**config.mk**
```make
export PLATFORM = sky130hd
export DESIGN_NAME = enc_count_ctrl
export DESIGN_NICKNAME = d
export VERILOG_FILES = /design/src/rtl/enc_count_ctrl.sv
export SDC_FILE = /design/constraint.sdc
export NUM_CORES = 1
export LEC_CHECK = 0
export ABC_CLOCK_PERIOD_IN_PS = 4200
export BUFFER_PORTS_ARGS = -buffer_cell sky130_fd_sc_hd__buf_2
export CORE_MARGIN = 8
export CORE_UTILIZATION = 35
export DETAILED_ROUTE_END_ITERATION = 8
export PLACE_DENSITY = 0.51
export SYNTH_ARGS = -nofsm -noshare
export SYNTH_HDL_FRONTEND = slang
export SYNTH_SLANG_ARGS = --single-unit
```
**constraint.sdc**
```tcl
create_clock -name clk -period 4.2 [get_ports clk]
set_clock_uncertainty 0.15 [all_clocks]
set_input_delay 0.21 -clock clk [delete_from_list [all_inputs] [get_ports clk]]
set_output_delay 0.21 -clock clk [all_outputs]
set_load 0.01 [all_outputs]
```
**src/rtl/enc_count_ctrl.sv**
```systemverilog
// Quadrature detent counter: accumulates encoder pulses per direction and
// steps a two-digit BCD count (wrap or saturate) once a full detent is seen.
//
// state   | meaning
// IDLE    | accumulator empty, no direction latched
// ACC_CW  | accumulating clockwise pulses
// ACC_CCW | accumulating counter-clockwise pulses
module enc_count_ctrl #(
    parameter int   PULSES_PER_STEP = 4,
    parameter logic WRAP_DEFAULT    = 1'b1
) (
    input  logic       clk,
    input  logic       reset,
    input  logic       cw,
    input  logic       ccw,
    input  logic       en,
    input  logic       load,
    input  logic [7:0] load_val,
    input  logic       wrap_set,
    input  logic       wrap_in,
    output logic [7:0] bcd_count,
    output logic       step_up,
    output logic       step_dn,
    output logic       at_limit,
    output logic       load_err
);

    localparam logic [1:0] IDLE    = 2'd0;
    localparam logic [1:0] ACC_CW  = 2'd1;
    localparam logic [1:0] ACC_CCW = 2'd2;
    localparam logic [3:0] PPS     = 4'(PULSES_PER_STEP);

    logic [1:0] state, state_nx;
    logic [3:0] acc, acc_nx, acc_inc;
    logic       wrap_mode, wrap_nx;
    logic [7:0] count_nx;
    logic       up_nx, dn_nx, err_nx;
    logic       pulse_ok, load_valid, same_dir;

    function automatic logic [7:0] bcd_inc(input logic [7:0] v, input logic wrap);
        logic [7:0] r;
        if (v[3:0] != 4'd9)
            r = {v[7:4], v[3:0] + 4'd1};
        else if (v[7:4] != 4'd9)
            r = {v[7:4] + 4'd1, 4'd0};
        else
            r = wrap ? 8'h00 : 8'h99;
        return r;
    endfunction

    function automatic logic [7:0] bcd_dec(input logic [7:0] v, input logic wrap);
        logic [7:0] r;
        if (v[3:0] != 4'd0)
            r = {v[7:4], v[3:0] - 4'd1};
        else if (v[7:4] != 4'd0)
            r = {v[7:4] - 4'd1, 4'd9};
        else
            r = wrap ? 8'h99 : 8'h00;
        return r;
    endfunction

    assign pulse_ok   = (cw ^ ccw) & en & ~load;
    assign load_valid = (load_val[7:4] <= 4'd9) && (load_val[3:0] <= 4'd9);
    assign same_dir   = (cw && state == ACC_CW) || (ccw && state == ACC_CCW);
    assign acc_inc    = same_dir ? acc + 4'd1 : 4'd1;

    always_comb begin
        state_nx = state;
        acc_nx   = acc;
        count_nx = bcd_count;
        wrap_nx  = wrap_mode;
        up_nx    = 1'b0;
        dn_nx    = 1'b0;
        err_nx   = 1'b0;
        if (load) begin
            state_nx = IDLE;
            acc_nx   = 4'd0;
            if (load_valid)
                count_nx = load_val;
            else
                err_nx = 1'b1;
        end else begin
            // Step below uses the old wrap mode; a new one applies from next cycle.
            if (wrap_set)
                wrap_nx = wrap_in;
            if (pulse_ok) begin
                if (acc_inc == PPS) begin
                    state_nx = IDLE;
                    acc_nx   = 4'd0;
                    if (cw) begin
                        up_nx    = 1'b1;
                        count_nx = bcd_inc(bcd_count, wrap_mode);
                    end else begin
                        dn_nx    = 1'b1;
                        count_nx = bcd_dec(bcd_count, wrap_mode);
                    end
                end else begin
                    acc_nx   = acc_inc;
                    state_nx = cw ? ACC_CW : ACC_CCW;
                end
            end
        end
    end

    always_ff @(posedge clk) begin
        if (reset) begin
            state     <= IDLE;
            acc       <= 4'd0;
            wrap_mode <= WRAP_DEFAULT;
            bcd_count <= 8'h00;
            step_up   <= 1'b0;
            step_dn   <= 1'b0;
            load_err  <= 1'b0;
            at_limit  <= 1'b1;
        end else begin
            state     <= state_nx;
            acc       <= acc_nx;
            wrap_mode <= wrap_nx;
            bcd_count <= count_nx;
            step_up   <= up_nx;
            step_dn   <= dn_nx;
            load_err  <= err_nx;
            at_limit  <= (count_nx == 8'h00) || (count_nx == 8'h99);
        end
    end

endmodule

```
======== Yosys cells after proc, flatten, opt, wreduce, memory -nomap -nowiden ========
Cells that the tools add are included.
storage, ports and cells
  register bits ........................... 19
  bits of input ports ..................... 16
  output and inout port bits .............. 12
  logic and storage cells ................. 57
operators by class
  add/sub/neg operators ................... 5
  $lt $le $gt $ge ......................... 2
  equal/unequal tests ..................... 6
  muxes and demuxes ....................... 18
  bitwise operators ....................... 6
  reductions and logical operators ........ 12
operator list
  cell                 number
  $mux 8               11
  $add 4x1->4 const B  3
  $eq 8x8->1 const B   1
  $le 4x4->1 const B   2
  $logic_not 8->1      1
  $mux 4               2
  $ne 4x4->1 const B   2
  $reduce_bool 4->1    2
  $sub 4x1->4 const B  2
  $eq 4x3->1 const B   1
  $mux 2               2
  $reduce_or 2->1      2
  $reduce_or 4->1      1
  $logic_and 1x1->1    3
  $mux 1               3
  $not 1->1            3
  $and 1x1->1          2
  $eq 2x1->1 const B   1
  $eq 2x2->1 const B   1
  $logic_or 1x1->1     2
  $reduce_and 2->1     1
  $xor 1x1->1          1

======== Logic depth before layout (Yosys ltp) ========
  word-level depth ........................ 10
  mapped depth ............................ 9
  gate-level depth less buffers ........... 9

======== Least setup slack after synthesis ========
OpenSTA, ideal clock, no wires.
  kind .................................... register -> register
  start ................................... register acc[0]
  end ..................................... register at_limit
  arrival time ............................ 2.268 ns
  path slack .............................. 1.665 ns
  stages on the path, launching flop included .. 10
  buffers on the path ..................... 1
  path through ............................ dfxtp_1 ha_1 or4b_4 a311oi_4 and2_4 buf_12 o2111ai_4 nand3_2 a2bb2o_4 a41o_1
on the way
  cells in the longest elaborated chain, start to end .. 8
  elaborated cells on any way between the ends .. 9
RTL lines
  what                                                  RTL line  RTL
  start: declaration                                    34        logic [3:0] acc, acc_nx, acc_inc;
  start signal: assignment                              117       acc <= acc_nx;
  $add 4x1->4 (*)                                       65        assign acc_inc = same_dir ? acc + 4'd1 : 4'd1;
  $mux 4 (*)                                            65
  $eq 4x3->1 (*)                                        87        if (acc_inc == PPS) begin
  $mux 8 (*)                                            87
  $mux 8 (*)                                            86        if (pulse_ok) begin
  $mux 8 (*)                                            75        if (load) begin
  $eq 8x8->1 / $logic_not 8->1 (equally long branches)  123       at_limit <= (count_nx == 8'h00) || (count_nx == 8'h99);
  $logic_or 1x1->1 (*)                                  123
  end signal: assignment                                123
  end: declaration                                      24        output logic at_limit,
Mark *: on every way between the ends. The rest lies on a longest branch, timed or not.
A chain may end at the register's enable or synchronous reset.

======== Worst setup path in the final report ========
  start ................................... register bcd_count[0]
  end ..................................... register at_limit
on the way
  cells in the longest elaborated chain, start to end .. 8
  elaborated cells on any way between the ends .. 14
RTL lines
  what                                                  RTL line  RTL
  start: declaration                                    21        output logic [7:0] bcd_count,
  start signal: assignment                              119       bcd_count <= count_nx;
  $sub 4x1->4 (tied with other cells)                   54        r = {v[7:4], v[3:0] - 4'd1};
  $mux 8 (on tied branches)                             53, 42
  $mux 8                                                90        if (cw) begin
  $mux 8                                                87
  $mux 8                                                86
  $mux 8 (*)                                            75
  $eq 8x8->1 / $logic_not 8->1 (equally long branches)  123
  $logic_or 1x1->1 (*)                                  123
Marks and branches as above.

==> results.py <==
metrics = {
    "run_status": {
        "outcome": "finished, final reports clean",
    },
    "placed_design": {
        "gp_congestion": 0.841,
        "dp_hpwl_um": 3180,
        "portBuffers": 27,
    },
    "routing": {
        "drc": 0,
        "ant_nets": 0,
        "vias_per_cell": 5.94,
        "drtIter0Drc": 117,
        "routed_wl_um": 4210,
        "wl_per_cell_um": 16.1,
        "vias": 1551,
        "first_pass_iters": 4,
    },
    "clocking": {
        "clk_pin_slew_ns": 0.07,
        "cts_inserted_buffers": 3,
        "cts_buffer_depth": 2,
        "cts_setup_buffers": 0,
        "cts_htree_levels": 1,
        "root_buffer": "clkbuf_8",
        "cts.sinks": 19,
        "ctsResizeCount": 0,
        "clk_latency_ns": 0.25,
        "hold_buffers": 0,
        "tritoncts": "built",
    },
    "die": {
        "ioPinCount": 28,
        "die-area_mm2": 0.00681,
        "die_w_um": 82.6,
        "initial_core_util_pct": 35.9,
        "die_h_um": 82.6,
        "fp.coreArea_mm2": 0.00432,
        "rows": 24,
    },
    "sta": {
        "slew_headroom_pct": 55.0,
        "slew_violations": 0,
        "timing.fmax_ghz": 0.356,
        "tightest_slew_ns": 0.673,
        "fin_crit_ns": 2.81,
        "hold_viol": 0,
        "setup-violations-final": 0,
        "period_share_pct": 66.8,
        "rsz0062_at_grt": "no",
        "setup_tns_ns": 0,
    },
    "yosys": {
        "synthCells": 189,
        "synthDistinctLibCells": 60,
        "synth_area_leaders": "dfxtp_1 (25%), a21oi_1 (5.2%), ha_1 (4.0%)",
        "synth_compound_area_share_pct": 32.3,
        "synth_top_cell_by_area": "dfxtp_1",
        "avgSynthCellArea_um2": 8.20,
        "synth_seq_cells": 19,
        "synth_top_family_by_area": "compound AO/OA/AOI/OAI gates",
        "synth.net_count": 210,
        "synth_top_cell_area_share_pct": 24.5,
        "synth_xor_area_share_pct": 1.69,
        "synth-adder-area-share_pct": 4.04,
        "synth-edff-count": 0,
        "yosysWarnings": 0,
        "synth_simple_gate_area_share_pct": 31.1,
        "synth_mux_area_share_pct": 0.726,
        "synth_area_mm2": 0.00155,
        "synthFlopType": "dfxtp_1",
        "synthArstFlopShare_pct": 0,
        "synth_seq_area_share_pct": 24.5,
    },
    "worst_setup_path": {
        "regToRegEndpoint": "at_limit$_SDFF_PP1_",
        "regToRegSetupSlack_ns": 1.39,
        "path_max_fanout": 7,
        "endpoint_kind": "flop",
        "r2r.worst_path.cells": 8,
        "worst_setup_path_start_kind": "flop",
        "crit_type": "flop to flop",
        "worstPathRequired_ns": 4.25,
        "r2r_start": "bcd_count[0]$_SDFF_PP0_",
        "critPathArrivalTime_ns": 2.86,
    },
    "finish": {
        "nets": 231,
        "num_antenna_cells": 0,
        "finalCoreUtilization_pct": 40.2,
        "synthToLayoutAreaGrowth_pct": 12.1,
        "final_cell_mix": "buf_2 (27), dfxtp_1 (19), nor2_1 (16), a21oi_1 (16), nand2_1 (12)",
        "layout_commonest_cell": "buf_2",
        "ff_latch_area_um2": 380,
        "fill_cells": 481,
        "multi_input_area_mm2": 0.00108,
        "drive_gt1_share_pct": 21.5,
    },
    "hold_path": {
        "hold_path.class": "primary input to flop",
        "min-delay-start": "wrap_in",
        "hold_depth": 2,
        "hold_end": "wrap_mode$_SDFFE_PP1P_",
    },
    "grt": {
        "grt_pass1_vias": 1459,
        "grt_pass1_wl_um": 6780,
        "antenna_found_initial": 0,
        "grt_overflow": 0,
        "grt_usage_pct": 12.6,
        "grt_start_max_net_pins": 26,
    },
    "pwr": {
        "power_density_mw_per_mm2": 255,
        "ir_drop_v": 0.000113,
        "p_leak_nw": 0.701,
    },
    "flow_run": {
        "cap_viol_max_count": 0,
    },
}
## metal layers
layer  GRT usage (%)  up-vias  part of all wire (%)  wire, um
met1            17.0      743                    47      1990
met3            2.27        6                   5.6       234
li1                -      758                     -         -
met4            5.17        0                   1.5        64
met2            19.2       44                    46      1920
met5               0        -                     0         0
## where the power goes
group	internal, W	total, W	switching [W]
Sequential	0.000187	0.000201	0.0000132
Combinational	0.0000494	0.000115	0.0000654
Clock	0.0000674	0.000127	0.0000600
## cells by family after synthesis
family | after synthesis
AO/OA/AOI/OAI | 60
adder cells (fa/ha/maj) | 5
AND/OR/NAND/NOR | 82
multiplexers | 1
XOR/XNOR | 3
flip-flops | 19
buffers and inverters | 19
## how the worst max path moves through the flow
stage,slack [ns],from,cells past startpoint,endpoint
2_1_floorplan,1.67,acc[0]$_SDFFE_PP0P_,9,at_limit$_SDFF_PP1_
3_3_place_gp,1.54,bcd_count[0]$_SDFF_PP0_,8,at_limit$_SDFF_PP1_
3_5_place_dp,1.47,acc[0]$_SDFFE_PP0P_,8,at_limit$_SDFF_PP1_
4_1_cts,1.46,acc[0]$_SDFFE_PP0P_,8,at_limit$_SDFF_PP1_
5_1_grt,1.21,bcd_count[0]$_SDFF_PP0_,8,at_limit$_SDFF_PP1_
6_report,1.39,bcd_count[0]$_SDFF_PP0_,8,at_limit$_SDFF_PP1_
## layout make-up
class / count / area share [%]
Inverter: 8 / 1.73
Tap cell: 52 / 3.74
Multi-Input combinational cell: 151 / 62.3
Sequential cell: 19 / 21.9
Timing Repair Buffer: 27 / 7.78
Clock buffer: 4 / 2.59
## registers in the layout, indices dropped and copies added (netlist names)
name       count
step_up        1
step_dn        1
at_limit       1
wrap_mode      1
acc            4
bcd_count      8
state          2
load_err       1
## cell usage after synthesis (2+ instances only)
| master | instances |
|---|---|
| a211oi_1 | 3 |
| dfxtp_1 | 19 |
| a21oi_1 | 16 |
| o21ai_0 | 5 |
| a211o_1 | 2 |
| nor3b_1 | 2 |
| clkbuf_1 | 10 |
| nand4b_1 | 3 |
| nand2b_1 | 3 |
| inv_1 | 8 |
| o221ai_2 | 2 |
| ha_1 | 5 |
| and3_1 | 4 |
| nand3_1 | 6 |
| a22oi_1 | 3 |
| nand2_1 | 12 |
| o31ai_1 | 2 |
| and3b_1 | 2 |
| o21ai_1 | 2 |
| a41o_1 | 3 |
| a221oi_1 | 2 |
| nand3b_1 | 3 |
| and4b_1 | 2 |
| xor2_1 | 2 |
| nor2b_1 | 7 |
| and2_1 | 2 |
| nor3_1 | 10 |
| nor2_1 | 16 |
| nor4bb_1 | 2 |
## through the flow
stage	worst slack, ns	total power (W)	hold slack, ns	instances	area [um2]
finish	1.39	0.000443	0.00694	261	1740
global route	1.21	0.000473	0.00430	261	1740
CTS	1.46	0.000450	0.000713	261	1740
detailed placement	1.47	0.000319	0.271	257	1690
global placement	1.54	0.000318	0.260	257	1690
floorplan	1.67	0.000286	0.178	189	1550
## critical path, cell delays in order, from the launching register on
cell and delay (ns):
dfxtp_1 0.37, inv_1 0.19, ha_1 0.22, nor3b_1 0.58, nand2_1 0.23, o211ai_1 0.19, o311ai_0 0.20, a221oi_1 0.42
a41o_1 0.20
No activity file was read; power rests on OpenSTA's default activity.
